$ cat config.mk
export PLATFORM = sky130hd
export DESIGN_NAME = sm83_adr_seq_flat
export DESIGN_NICKNAME = d
export VERILOG_FILES = /design/src/rtl/sm83_adr_seq_if.sv /design/src/rtl/sm83_adr_seq.sv /design/src/flat_wrapper.sv
export SDC_FILE = /design/constraint.sdc
export NUM_CORES = 1
export LEC_CHECK = 0
export ABC_CLOCK_PERIOD_IN_PS = 2800
export CAP_MARGIN = 10
export CORE_ASPECT_RATIO = 1.4
export CORE_MARGIN = 4
export CORE_UTILIZATION = 54
export CTS_BUF_LIST = sky130_fd_sc_hd__clkbuf_4
export DETAILED_ROUTE_END_ITERATION = 16
export GPL_ROUTABILITY_DRIVEN = 0
export PLACE_DENSITY_LB_ADDON = 0.25
export SLEW_MARGIN = 0
export SYNTH_ARGS = -nofsm -noshare
export SYNTH_HDL_FRONTEND = slang
export SYNTH_SLANG_ARGS = --single-unit
$ cat constraint.sdc
create_clock -name clk -period 2.8 [get_ports clk]
set_input_delay 0.56 -clock clk [delete_from_list [all_inputs] [get_ports clk]]
set_output_delay 0.56 -clock clk [all_outputs]
set_load 0.05 [all_outputs]
$ cat src/rtl/sm83_adr_seq_if.sv
// Command channel and address-latch control bundle for the SM83 address sequencer.
// The slave modport is the sequencer's view. The master modport is the view of
// whatever issues commands and observes the latch controls.
interface sm83_adr_seq_if #(
    parameter int LEN_WIDTH = 8
);
    logic                 cmd_valid;
    logic                 cmd_ready;
    logic [2:0]           cmd_op;
    logic [LEN_WIDTH-1:0] cmd_len;
    logic                 mem_wait;
    logic                 abort;
    logic                 ctl_al_we;
    logic                 ctl_al_hi_ff;
    logic                 ctl_inc_oe;
    logic                 ctl_inc_dec;
    logic                 ctl_inc_cy;
    logic                 step;
    logic                 busy;
    logic                 done;

    modport slave (
        input  cmd_valid, cmd_op, cmd_len, mem_wait, abort,
        output cmd_ready, ctl_al_we, ctl_al_hi_ff, ctl_inc_oe, ctl_inc_dec,
               ctl_inc_cy, step, busy, done
    );

    modport master (
        output cmd_valid, cmd_op, cmd_len, mem_wait, abort,
        input  cmd_ready, ctl_al_we, ctl_al_hi_ff, ctl_inc_oe, ctl_inc_dec,
               ctl_inc_cy, step, busy, done
    );
endinterface

$ cat src/rtl/sm83_adr_seq.sv
// SM83 address latch/incrementer sequencer.
// Accepts one address command at a time. It runs the command as a single load, a single
// inc/dec step, or a multi-beat inc/dec burst. The latch controls are decoded
// combinationally from the registered state, so they settle well before the
// latch samples them on the falling edge. They also react to the live mem_wait
// and abort inputs.
module sm83_adr_seq #(
    parameter int LEN_WIDTH = 8
) (
    input  logic                clk,
    input  logic                reset,
    sm83_adr_seq_if.slave       bus
);

    typedef enum logic [1:0] {
        S_IDLE = 2'd0,
        S_LOAD = 2'd1,
        S_RUN  = 2'd2
    } state_t;

    localparam logic [2:0] OP_NOP       = 3'd0;
    localparam logic [2:0] OP_LOAD      = 3'd1;
    localparam logic [2:0] OP_LOAD_HI   = 3'd2;
    localparam logic [2:0] OP_INC       = 3'd3;
    localparam logic [2:0] OP_DEC       = 3'd4;
    localparam logic [2:0] OP_BURST_INC = 3'd5;
    localparam logic [2:0] OP_BURST_DEC = 3'd6;
    localparam logic [2:0] OP_LOAD_INC  = 3'd7;

    state_t               state_q, state_d;
    logic [2:0]           op_q, op_d;
    logic [LEN_WIDTH-1:0] beats_left_q, beats_left_d;

    logic cmd_ready_s;
    logic al_we_s;
    logic al_hi_ff_s;
    logic inc_oe_s;
    logic inc_dec_s;
    logic inc_cy_s;
    logic step_s;
    logic done_s;

    // State, latched opcode and remaining beat count.
    always_ff @(posedge clk or negedge reset) begin
        if (!reset) begin
            state_q      <= S_IDLE;
            op_q         <= OP_NOP;
            beats_left_q <= '0;
        end else begin
            state_q      <= state_d;
            op_q         <= op_d;
            beats_left_q <= beats_left_d;
        end
    end

    // Next-state logic and latch-control decode. All outputs default to idle.
    always_comb begin
        state_d      = state_q;
        op_d         = op_q;
        beats_left_d = beats_left_q;
        cmd_ready_s  = 1'b0;
        al_we_s      = 1'b0;
        al_hi_ff_s   = 1'b0;
        inc_oe_s     = 1'b0;
        inc_dec_s    = 1'b0;
        inc_cy_s     = 1'b0;
        step_s       = 1'b0;
        done_s       = 1'b0;

        case (state_q)
            S_IDLE: begin
                // abort is meaningless here; a command offered alongside it still goes in
                cmd_ready_s = reset;
                if (bus.cmd_valid && reset) begin
                    op_d = bus.cmd_op;
                    case (bus.cmd_op)
                        OP_BURST_INC, OP_BURST_DEC: begin
                            if (bus.cmd_len == '0) begin
                                // zero-length burst degenerates to a NOP: one cycle, done, no write
                                op_d    = OP_NOP;
                                state_d = S_LOAD;
                            end else begin
                                beats_left_d = bus.cmd_len;
                                state_d      = S_RUN;
                            end
                        end
                        OP_LOAD_INC: begin
                            beats_left_d = bus.cmd_len;
                            state_d      = S_LOAD;
                        end
                        default: begin
                            state_d = S_LOAD;
                        end
                    endcase
                end else begin
                    state_d = S_IDLE;
                end
            end

            S_LOAD: begin
                if (bus.abort) begin
                    state_d      = S_IDLE;
                    beats_left_d = '0;
                end else if (bus.mem_wait) begin
                    state_d = S_LOAD;
                end else begin
                    case (op_q)
                        OP_LOAD, OP_LOAD_INC: begin
                            al_we_s = 1'b1;
                        end
                        OP_LOAD_HI: begin
                            al_we_s    = 1'b1;
                            al_hi_ff_s = 1'b1;
                        end
                        OP_INC: begin
                            al_we_s  = 1'b1;
                            inc_oe_s = 1'b1;
                            inc_cy_s = 1'b1;
                        end
                        OP_DEC: begin
                            al_we_s   = 1'b1;
                            inc_oe_s  = 1'b1;
                            inc_cy_s  = 1'b1;
                            inc_dec_s = 1'b1;
                        end
                        default: begin
                            al_we_s = 1'b0;
                        end
                    endcase
                    step_s = al_we_s;
                    if ((op_q == OP_LOAD_INC) && (beats_left_q != '0)) begin
                        state_d = S_RUN;
                    end else begin
                        done_s  = 1'b1;
                        state_d = S_IDLE;
                    end
                end
            end

            S_RUN: begin
                if (bus.abort) begin
                    state_d      = S_IDLE;
                    beats_left_d = '0;
                end else if (bus.mem_wait) begin
                    state_d = S_RUN;
                end else begin
                    al_we_s      = 1'b1;
                    inc_oe_s     = 1'b1;
                    inc_cy_s     = 1'b1;
                    inc_dec_s    = (op_q == OP_BURST_DEC);
                    step_s       = 1'b1;
                    beats_left_d = beats_left_q - LEN_WIDTH'(1);
                    if (beats_left_q == LEN_WIDTH'(1)) begin
                        done_s  = 1'b1;
                        state_d = S_IDLE;
                    end else begin
                        state_d = S_RUN;
                    end
                end
            end

            default: begin
                state_d      = S_IDLE;
                beats_left_d = '0;
            end
        endcase
    end

    assign bus.cmd_ready    = cmd_ready_s;
    assign bus.ctl_al_we    = al_we_s;
    assign bus.ctl_al_hi_ff = al_hi_ff_s;
    assign bus.ctl_inc_oe   = inc_oe_s;
    assign bus.ctl_inc_dec  = inc_dec_s;
    assign bus.ctl_inc_cy   = inc_cy_s;
    assign bus.step         = step_s;
    assign bus.done         = done_s;
    assign bus.busy         = (state_q != S_IDLE);

endmodule

$ cat src/flat_wrapper.sv
// flat-port wrapper written by rule: the top's interface ports become plain ports
module sm83_adr_seq_flat 
#(
    parameter int LEN_WIDTH = 8
)
  (clk, reset, bus_cmd_valid, bus_cmd_op, bus_cmd_len, bus_mem_wait, bus_abort, bus_cmd_ready, bus_ctl_al_we, bus_ctl_al_hi_ff, bus_ctl_inc_oe, bus_ctl_inc_dec, bus_ctl_inc_cy, bus_step, bus_busy, bus_done);
  sm83_adr_seq_if #(.LEN_WIDTH(LEN_WIDTH)) bus_i ();
  input  logic clk;
  input  logic reset;
  input wire logic [$bits(bus_i.cmd_valid)-1:0] bus_cmd_valid;
  input wire logic [$bits(bus_i.cmd_op)-1:0] bus_cmd_op;
  input wire logic [$bits(bus_i.cmd_len)-1:0] bus_cmd_len;
  input wire logic [$bits(bus_i.mem_wait)-1:0] bus_mem_wait;
  input wire logic [$bits(bus_i.abort)-1:0] bus_abort;
  output wire logic [$bits(bus_i.cmd_ready)-1:0] bus_cmd_ready;
  output wire logic [$bits(bus_i.ctl_al_we)-1:0] bus_ctl_al_we;
  output wire logic [$bits(bus_i.ctl_al_hi_ff)-1:0] bus_ctl_al_hi_ff;
  output wire logic [$bits(bus_i.ctl_inc_oe)-1:0] bus_ctl_inc_oe;
  output wire logic [$bits(bus_i.ctl_inc_dec)-1:0] bus_ctl_inc_dec;
  output wire logic [$bits(bus_i.ctl_inc_cy)-1:0] bus_ctl_inc_cy;
  output wire logic [$bits(bus_i.step)-1:0] bus_step;
  output wire logic [$bits(bus_i.busy)-1:0] bus_busy;
  output wire logic [$bits(bus_i.done)-1:0] bus_done;
  assign bus_i.cmd_valid = bus_cmd_valid;
  assign bus_i.cmd_op = bus_cmd_op;
  assign bus_i.cmd_len = bus_cmd_len;
  assign bus_i.mem_wait = bus_mem_wait;
  assign bus_i.abort = bus_abort;
  assign bus_cmd_ready = bus_i.cmd_ready;
  assign bus_ctl_al_we = bus_i.ctl_al_we;
  assign bus_ctl_al_hi_ff = bus_i.ctl_al_hi_ff;
  assign bus_ctl_inc_oe = bus_i.ctl_inc_oe;
  assign bus_ctl_inc_dec = bus_i.ctl_inc_dec;
  assign bus_ctl_inc_cy = bus_i.ctl_inc_cy;
  assign bus_step = bus_i.step;
  assign bus_busy = bus_i.busy;
  assign bus_done = bus_i.done;
  sm83_adr_seq #(.LEN_WIDTH(LEN_WIDTH)) u_core (.clk(clk), .reset(reset), .bus(bus_i));
endmodule
After elaboration in Yosys (flattened, before gate mapping)
Cells that the tools add are included.
{ "op_classes": {"n_addsub": 1, "eq_ne": 17, "n_mux": 47, "n_reduce_logical": 11} }
{ "op_table": {"columns": ["operator", "count"], "rows": [
  ["2-to-1 mux 8 bit", 5],
  ["2-to-1 mux 1 bit", 24],
  ["one-hot mux 8 bit (3 select lines)", 1],
  ["== test 3 bit, second input constant", 6],
  ["2-to-1 mux 2 bit", 9],
  ["one-hot mux 8 bit (2 select lines)", 1],
  ["inequality test 3 bit, second input constant", 3],
  ["== test 8 x 1 -> 1 bit, second input constant", 1],
  ["logical NOT 8 bit", 1],
  ["one-hot mux 1 bit (2 select lines)", 4],
  ["nonzero test 8 bit", 1],
  ["subtractor 8 x 1 -> 8 bit, second input constant", 1],
  ["== test 3 x 2 -> 1 bit, second input constant", 2],
  ["2-to-1 mux 3 bit", 2],
  ["one-hot mux 2 bit (3 select lines)", 1],
  ["AND reduction 5 bit", 1],
  ["OR reduction 5 bit", 1],
  ["OR reduction 2 bit", 2],
  ["== test 3 x 1 -> 1 bit, second input constant", 1],
  ["== test 2 x 1 -> 1 bit, second input constant", 1],
  ["== test 2 bit, second input constant", 1],
  ["logical AND 1 bit", 2],
  ["logical NOT 2 bit", 1],
  ["inequality test 2 x 1 -> 1 bit, second input constant", 1],
  ["other kinds (3)", 3]
]} }
{ "totals": {"regBits": 13, "input_bits": 16, "output_inout_bits": 9, "elab_cells": 79} }

Logic depth before layout (Yosys ltp)
{ "logic_depth": {"word_depth": 6, "depth_mapped": 8, "mapped_depth_nobuf": 6} }

Worst setup path after synthesis
Ideal clock, no wire load.
{ "synth_path": {"path_kind": "reg2out", "startpoint": "reg u_core.state_q[1]", "endpoint": "out bus_step", "t_arrival_ns": 2.435, "t_required_ns": 2.240, "setup_slack_ns": -0.195, "path_stages_with_launch": 9, "n_path_buf": 2, "cell_sequence": "dfrtp_1 inv_1 ha_1 or3b_2 buf_2 a21oi_1 a21oi_1 nor2b_1 buf_4"} }
{ "synth_via": {"elab_chain_cells": 2, "word_cells_on_any_way": 3, "cone_classes": "eq/ne (2); mux (1)"} }
{ "synth_rtl": {"columns": ["element", "line", "rtl"], "rows": [
  ["from (decl)", "sm83_adr_seq.sv:30", "state_t state_q, state_d;"],
  ["from (signal assigned)", "sm83_adr_seq.sv:50", "state_q <= state_d;"],
  ["== test 2 bit or == test 2 x 1 -> 1 bit (tied branches)", null, null],
  ["one-hot mux 1 bit (2 select lines) (*)", null, null],
  ["to (decl)", "flat_wrapper.sv:21", "output wire logic [$bits(bus_i.step)-1:0] bus_step;"]
]} }
Every way passes the cells marked *; elsewhere a longest branch is shown, timed or not.

Worst setup path in the final report
{ "layout_path": {"startpoint": "in bus_abort", "endpoint": "out bus_step"} }
{ "layout_via": {"elab_chain_cells": 2, "word_cells_on_any_way": 3, "cone_classes": "mux (3)"} }
{ "layout_rtl": {"columns": ["element", "line", "rtl"], "rows": [
  ["from (decl)", "flat_wrapper.sv:14", "input wire logic [$bits(bus_i.abort)-1:0] bus_abort;"],
  ["2-to-1 mux 1 bit, on equally long branches", "sm83_adr_seq.sv:141, sm83_adr_seq.sv:101", null],
  ["one-hot mux 1 bit (2 select lines) (*)", "sm83_adr_seq.sv:70", "case (state_q)"]
]} }
Marks and branches as above.

==> impl_results.md <==
- R2r worst-path depth: 6
- Hold Path Class: input port to asynchronous set/reset pin
- Core area: 1824 um^2
- Buf+Inv Stages, Crit Path: 2
- Mux share of post-synthesis cell area: 2.784%
- Leakage: 0.0006154 uW
- Iteration-0 DRC count of the detailed router: 47
- Largest family of logic cells by synthesized area: compound AO/OA/AOI/OAI gates
- Total global routing track utilization: 23.39%
- Worst setup margin: 0.1380 ns
- Max Freq: 375.7 MHz
- Pwr dens: 519.2 nW/um^2
- Post-synthesis simple-gate area fraction: 22.85%
- Die W: 45.77 um
- Commonest non-fill, non-tap cells in the layout: clkdlybuf4s50_1, dfrtp_1, inv_1, a21oi_1
- Initial Util: about three fifths
- Primary FF master, synth: dfrtp_1
- H-tree depth: 1
- Netlist cell types: 38
- Crit Path Class: input port to output pin
- EDFF count, synth: 0
- Critical path required time: 2.24 ns
- I/O pin total: 25
- Top cell type's share of synthesized area: 30.16%
- Area grow syn2layout: 36.08%
- Synth warn: 0
- Most common cell after layout, fill and taps aside: clkdlybuf4s50_1
- CP Depth: 6
- Synth Cell Area: between 1000 and 1500 um^2
- Mapped Nets: 151
- Worst Path Arrival: roughly 2.1 ns
- Number of global-route vias before repair: 1060
- Uppermost layer routed: met4
- Post-route ant nets: 0
- Synth area leader: dfrtp_1
- Pin count of the biggest net entering global routing: 18
- Syn avg cell area: 8.426 um^2
- ANT cells: 0
- CTS tree: yes
- Final Slew Violations: 0
- Reg2reg start: u_core.beats_left_q[0]$_DFFE_PN0P_
- Xor and xnor area share after synthesis: 0.8121%
- Top delay family on crit path: simple AND/OR/NAND/NOR gates
- Crit path largest cell delay: 0.45 ns
- Met3 wire length: 206 um
- Synth Area in Adders: 8.121%
- Sequential area share after synthesis: 30.16%
- Fin crit period: ~2.7 ns
- Share of cells above drive strength 1: between 10% and 20%
- Setup TNS Final: 0 ns
- CP Cell Sequence: clkdlybuf4s50_1 > or3b_4 > a21oi_1 > a21oi_1 > nor2b_2 > buf_12
- Die footprint: 2786 um^2
- Startpoint types: input port
- Top cell by count, worst path: a21oi_1
- Status: finished clean
- Filler instances: 116
- Clock Skews: 0.008208 ns
- Setup violators final: 0
- PortBufs: 24
- Cells after Synth: 128
- Setup bufs post-CTS: 0
- Worst Setup End Kind: output pin
- Number of nets in the layout: 178
- Slowest cell on crit path: clkdlybuf4s50_1
- FF+latch area: 325.3 um^2
- Async SR Flop Fraction: 100.0%
- Clk root buf: clkbuf_4
- First-pass DRT Iterations: 4
- First-pass GRT wire length: 4.740 mm
- Reg-to-reg endpoint: u_core.beats_left_q[6]$_DFFE_PN0P_
- Worst relative slew slack: 58.78%
- Detailed-route via count: 1103
- Maximum clock insertion buffer count: 2
- Post-DP HPWL: between 2 and 2.5 mm
- Complex-gate fraction of the synthesized area: 26.80%
- Initial antenna violation count: 0
- Synth top area cells: dfrtp_1, ha_1, a21oi_1
- DP Worst Slack: 0.05505 ns
- Clock Pin Slew Worst Setup and Hold Paths: 0.08 ns
- Hold Fails Final Rpt: 0
- GR Overflow Total: 0
- DR vias/cell: 6.339
- Routed len/inst: ~16 um
- Placement Rows: 18
- Non-filler cells, final: approximately 170
- Met1 WL: 1.004 mm
- Clock latency at the later pin of the worst-skew pair: 0.28 ns
- RSZ-0062 raised after global routing: false
- Area of the multi-input gates: around 680 um^2
- # DRC: 0
- Final WL: 2.813 mm
- FF+latch count, synth: 13
- Die Y: 60.88 um
- Crit-path max FO: 6
- Max VDD drop: 0.4667 mV
- Placed cell count: 170
- Clk sinks: 13
- Worst R2R Setup Slack: roughly 0.96 ns
- Measured slew at the worst slew-check pin: 0.6127 ns
- Met2 wire length: ~1.6 mm
- Final Cycle Share: 95.07%
- Max Cap Viol: 0
- TritonCTS Buffers: 3
synthesized netlist by cell type (2+ instances only):
master and count:
nor3b_1 2, a31oi_1 3, a221oi_1 2, nor4_1 2
nand3_1 6, nor2_1 7, dfrtp_1 13, a211oi_1 2
a22oi_1 3, nor4_4 2, nand2b_1 2, o22ai_1 8
nor2b_1 4, mux2i_1 3, clkbuf_1 4, a21oi_1 10
ha_1 7, nand2_1 8, o21ai_0 6, a32oi_1 2
and2_1 3, buf_4 2, inv_1 12
where the power goes:
group | internal (uW) | switching (uW) | leakage, uW
combinational | 142 | 199 | 0.000433
sequential | 242 | 53.2 | 0.000164
clock | 65.1 | 61.5 | 0.0000184
total | 448 | 314 | 0.000615
metrics by stage:
| stage | hold slack [ns] | total power, uW | instance area, um^2 | util (%) |
|---|---|---|---|---|
| floorplan | 0.2644 | 513.1 | 1091 | - |
| global placement | 0.5068 | 615.4 | 1435 | 78.67 |
| detailed placement | 0.5160 | 631.4 | 1435 | 78.67 |
| CTS | 0.4894 | 758.2 | 1465 | 80.32 |
| global route | 0.4933 | 816.5 | 1468 | 80.45 |
| finish | 0.4889 | 762.0 | 1468 | 80.45 |
cells by family (layout without fill, tap and decap cells):
logic type,after synthesis,in the layout
compound gates,43,43
flops,13,13
fa+ha+maj,7,7
mux,3,3
xor+xnor,1,1
buf+inv,20,46
simple gates,41,41
worst max path at each step:
stage	from	end	slack, ns
6_report	bus_abort	bus_step	0.14
2_1_floorplan	u_core.state_q[1]$_DFF_PN0_	bus_step	0.09
3_5_place_dp	bus_abort	bus_step	0.06
4_1_cts	bus_abort	bus_step	0.04
5_1_grt	u_core.beats_left_q[4]$_DFFE_PN0P_	bus_done	0.05
3_3_place_gp	bus_abort	bus_ctl_al_we	0.10
routing by layer:
layer  GRT usage [%]  vias to the layer above
met4           10.57                        0
met3           2.374                        7
met5               0                        -
met1           26.37                      522
li1                -                      521
met2           42.91                       53
timing repair:
item / CTS / global route
gates resized for setup: 0 / 1
hold buffers: 0 / 0
endpoints found under the setup margin: 0 / 2
area by class of cell:
type / count / area share [%]
inverters: 12 / 3.069
flip-flops and latches: 13 / 22.17
well taps: 20 / 1.705
repair buffers: 30 / 24.89
multi-input cells: 95 / 46.12
clock buffers: 4 / 2.046
flip-flops by register name, indices dropped and copies added (netlist names):
name / cells
u_core.state_q: 2
u_core.beats_left_q: 8
u_core.op_q: 3
No activity file was read; power rests on OpenSTA's default activity.
==> edit, RTL diff (same flow settings) <==
Re-encode `state_t` (3 states) as one-hot, 3 bits wide.
--- a/src/rtl/sm83_adr_seq.sv
+++ b/src/rtl/sm83_adr_seq.sv
@@ -14,6 +14,6 @@
 
-    typedef enum logic [1:0] {
-        S_IDLE = 2'd0,
-        S_LOAD = 2'd1,
-        S_RUN  = 2'd2
+    typedef enum logic [2:0] {
+        S_IDLE = 3'b001,
+        S_LOAD = 3'b010,
+        S_RUN  = 3'b100
     } state_t;
Behaviour: no difference found for any inputs over 10 cycles, from zero or initial values and one cycle with reset low; not proved beyond that.
==> edit against the original RTL <==
- synthesized cell count increased by 8.6%
- worst setup slack gained 0.029 ns
- synthesized area increased by 8.7%
- routed wire length grew 7.1%
- sequential cell count rose by 1
- clock power increased by 4%
- final area grew 7.2%
- critical path depth unchanged
- power rose by 13%
- critical endpoint unchanged
- largest power group unchanged
- highest routed layer unchanged
==> edit: results <==
metrics = {
    "drt": {
        "drtIter0Drc": 46,
        "vias_per_cell": 6.51,
        "post_drt_wl_per_cell_um": 16.0,
    },
    "yosys": {
        "synth_compound_area_share_pct": 29.2,
        "yosysUniqueCellTypes": 43,
        "synth_nets": 158,
    },
    "power_and_ir_drop": {
        "irDropWorstVdd_uv": 458,
        "p_leak_nw": 0.637,
    },
    "grt": {
        "grt_start_max_net_pins": 14,
        "met1_usage_pct": 24.0,
        "grt_usage_pct": 22.4,
        "grt.met3_usage_pct": 4.27,
        "grt_pass1_vias": 1126,
        "met2_usage_pct": 40.1,
    },
    "finish": {
        "fillers": 138,
        "drive_gt1_share_pct": 22.8,
        "reg.largest.list": "u_core.beats_left_q (8), u_core.op_q (3), u_core.state_q (3)",
        "fin_nets": 187,
    },
    "critical_path": {
        "arrival_ns": 2.07,
        "worstPathMaxFanout": 4,
        "worst_path_dominant_cell_family": "buffers and inverters",
        "rr_startpoint": "u_core.state_q[0]",
        "worst-r2r-setup-slack_ns": 0.92,
    },
    "placement": {
        "pre_cts_ws_ns": 0.106,
        "post_dp_cell_area_um2": 1540,
    },
    "sta": {
        "fin_crit_ns": 2.63,
        "timing.hold.ws_ns": 0.514,
        "skew_ns": 0.0129,
    },
    "status": {
        "status": "completed",
    },
}
edit: cell type report:
| type | instances | area (µm²) | area share, % |
|---|---|---|---|
| Timing Repair Buffer | 33 | 388 | 24.6 |
| Clock buffer | 4 | 30.0 | 1.91 |
| Inverter | 5 | 18.8 | 1.19 |
| Tap cell | 21 | 26.3 | 1.67 |
| Sequential cell | 14 | 352 | 22.3 |
| Multi-Input combinational cell | 111 | 759 | 48.3 |
edit: routing by layer:
| layer | vias up | wire [µm] |
|---|---|---|
| met1 | 574 | 1110 |
| met2 | 67 | 1640 |
| met5 | - | 0 |
| li1 | 573 | - |
| met4 | 0 | 74 |
| met3 | 9 | 187 |
edit: where the power goes:
group	internal (mW)	switching, mW
clock network	0.0651	0.0673
logic	0.174	0.206
registers	0.261	0.0882
edit: timing repair:
action / CTS / global route
resized for setup: 0 / 0
setup endpoints to repair: 0 / 1
setup buffers: 0 / 1
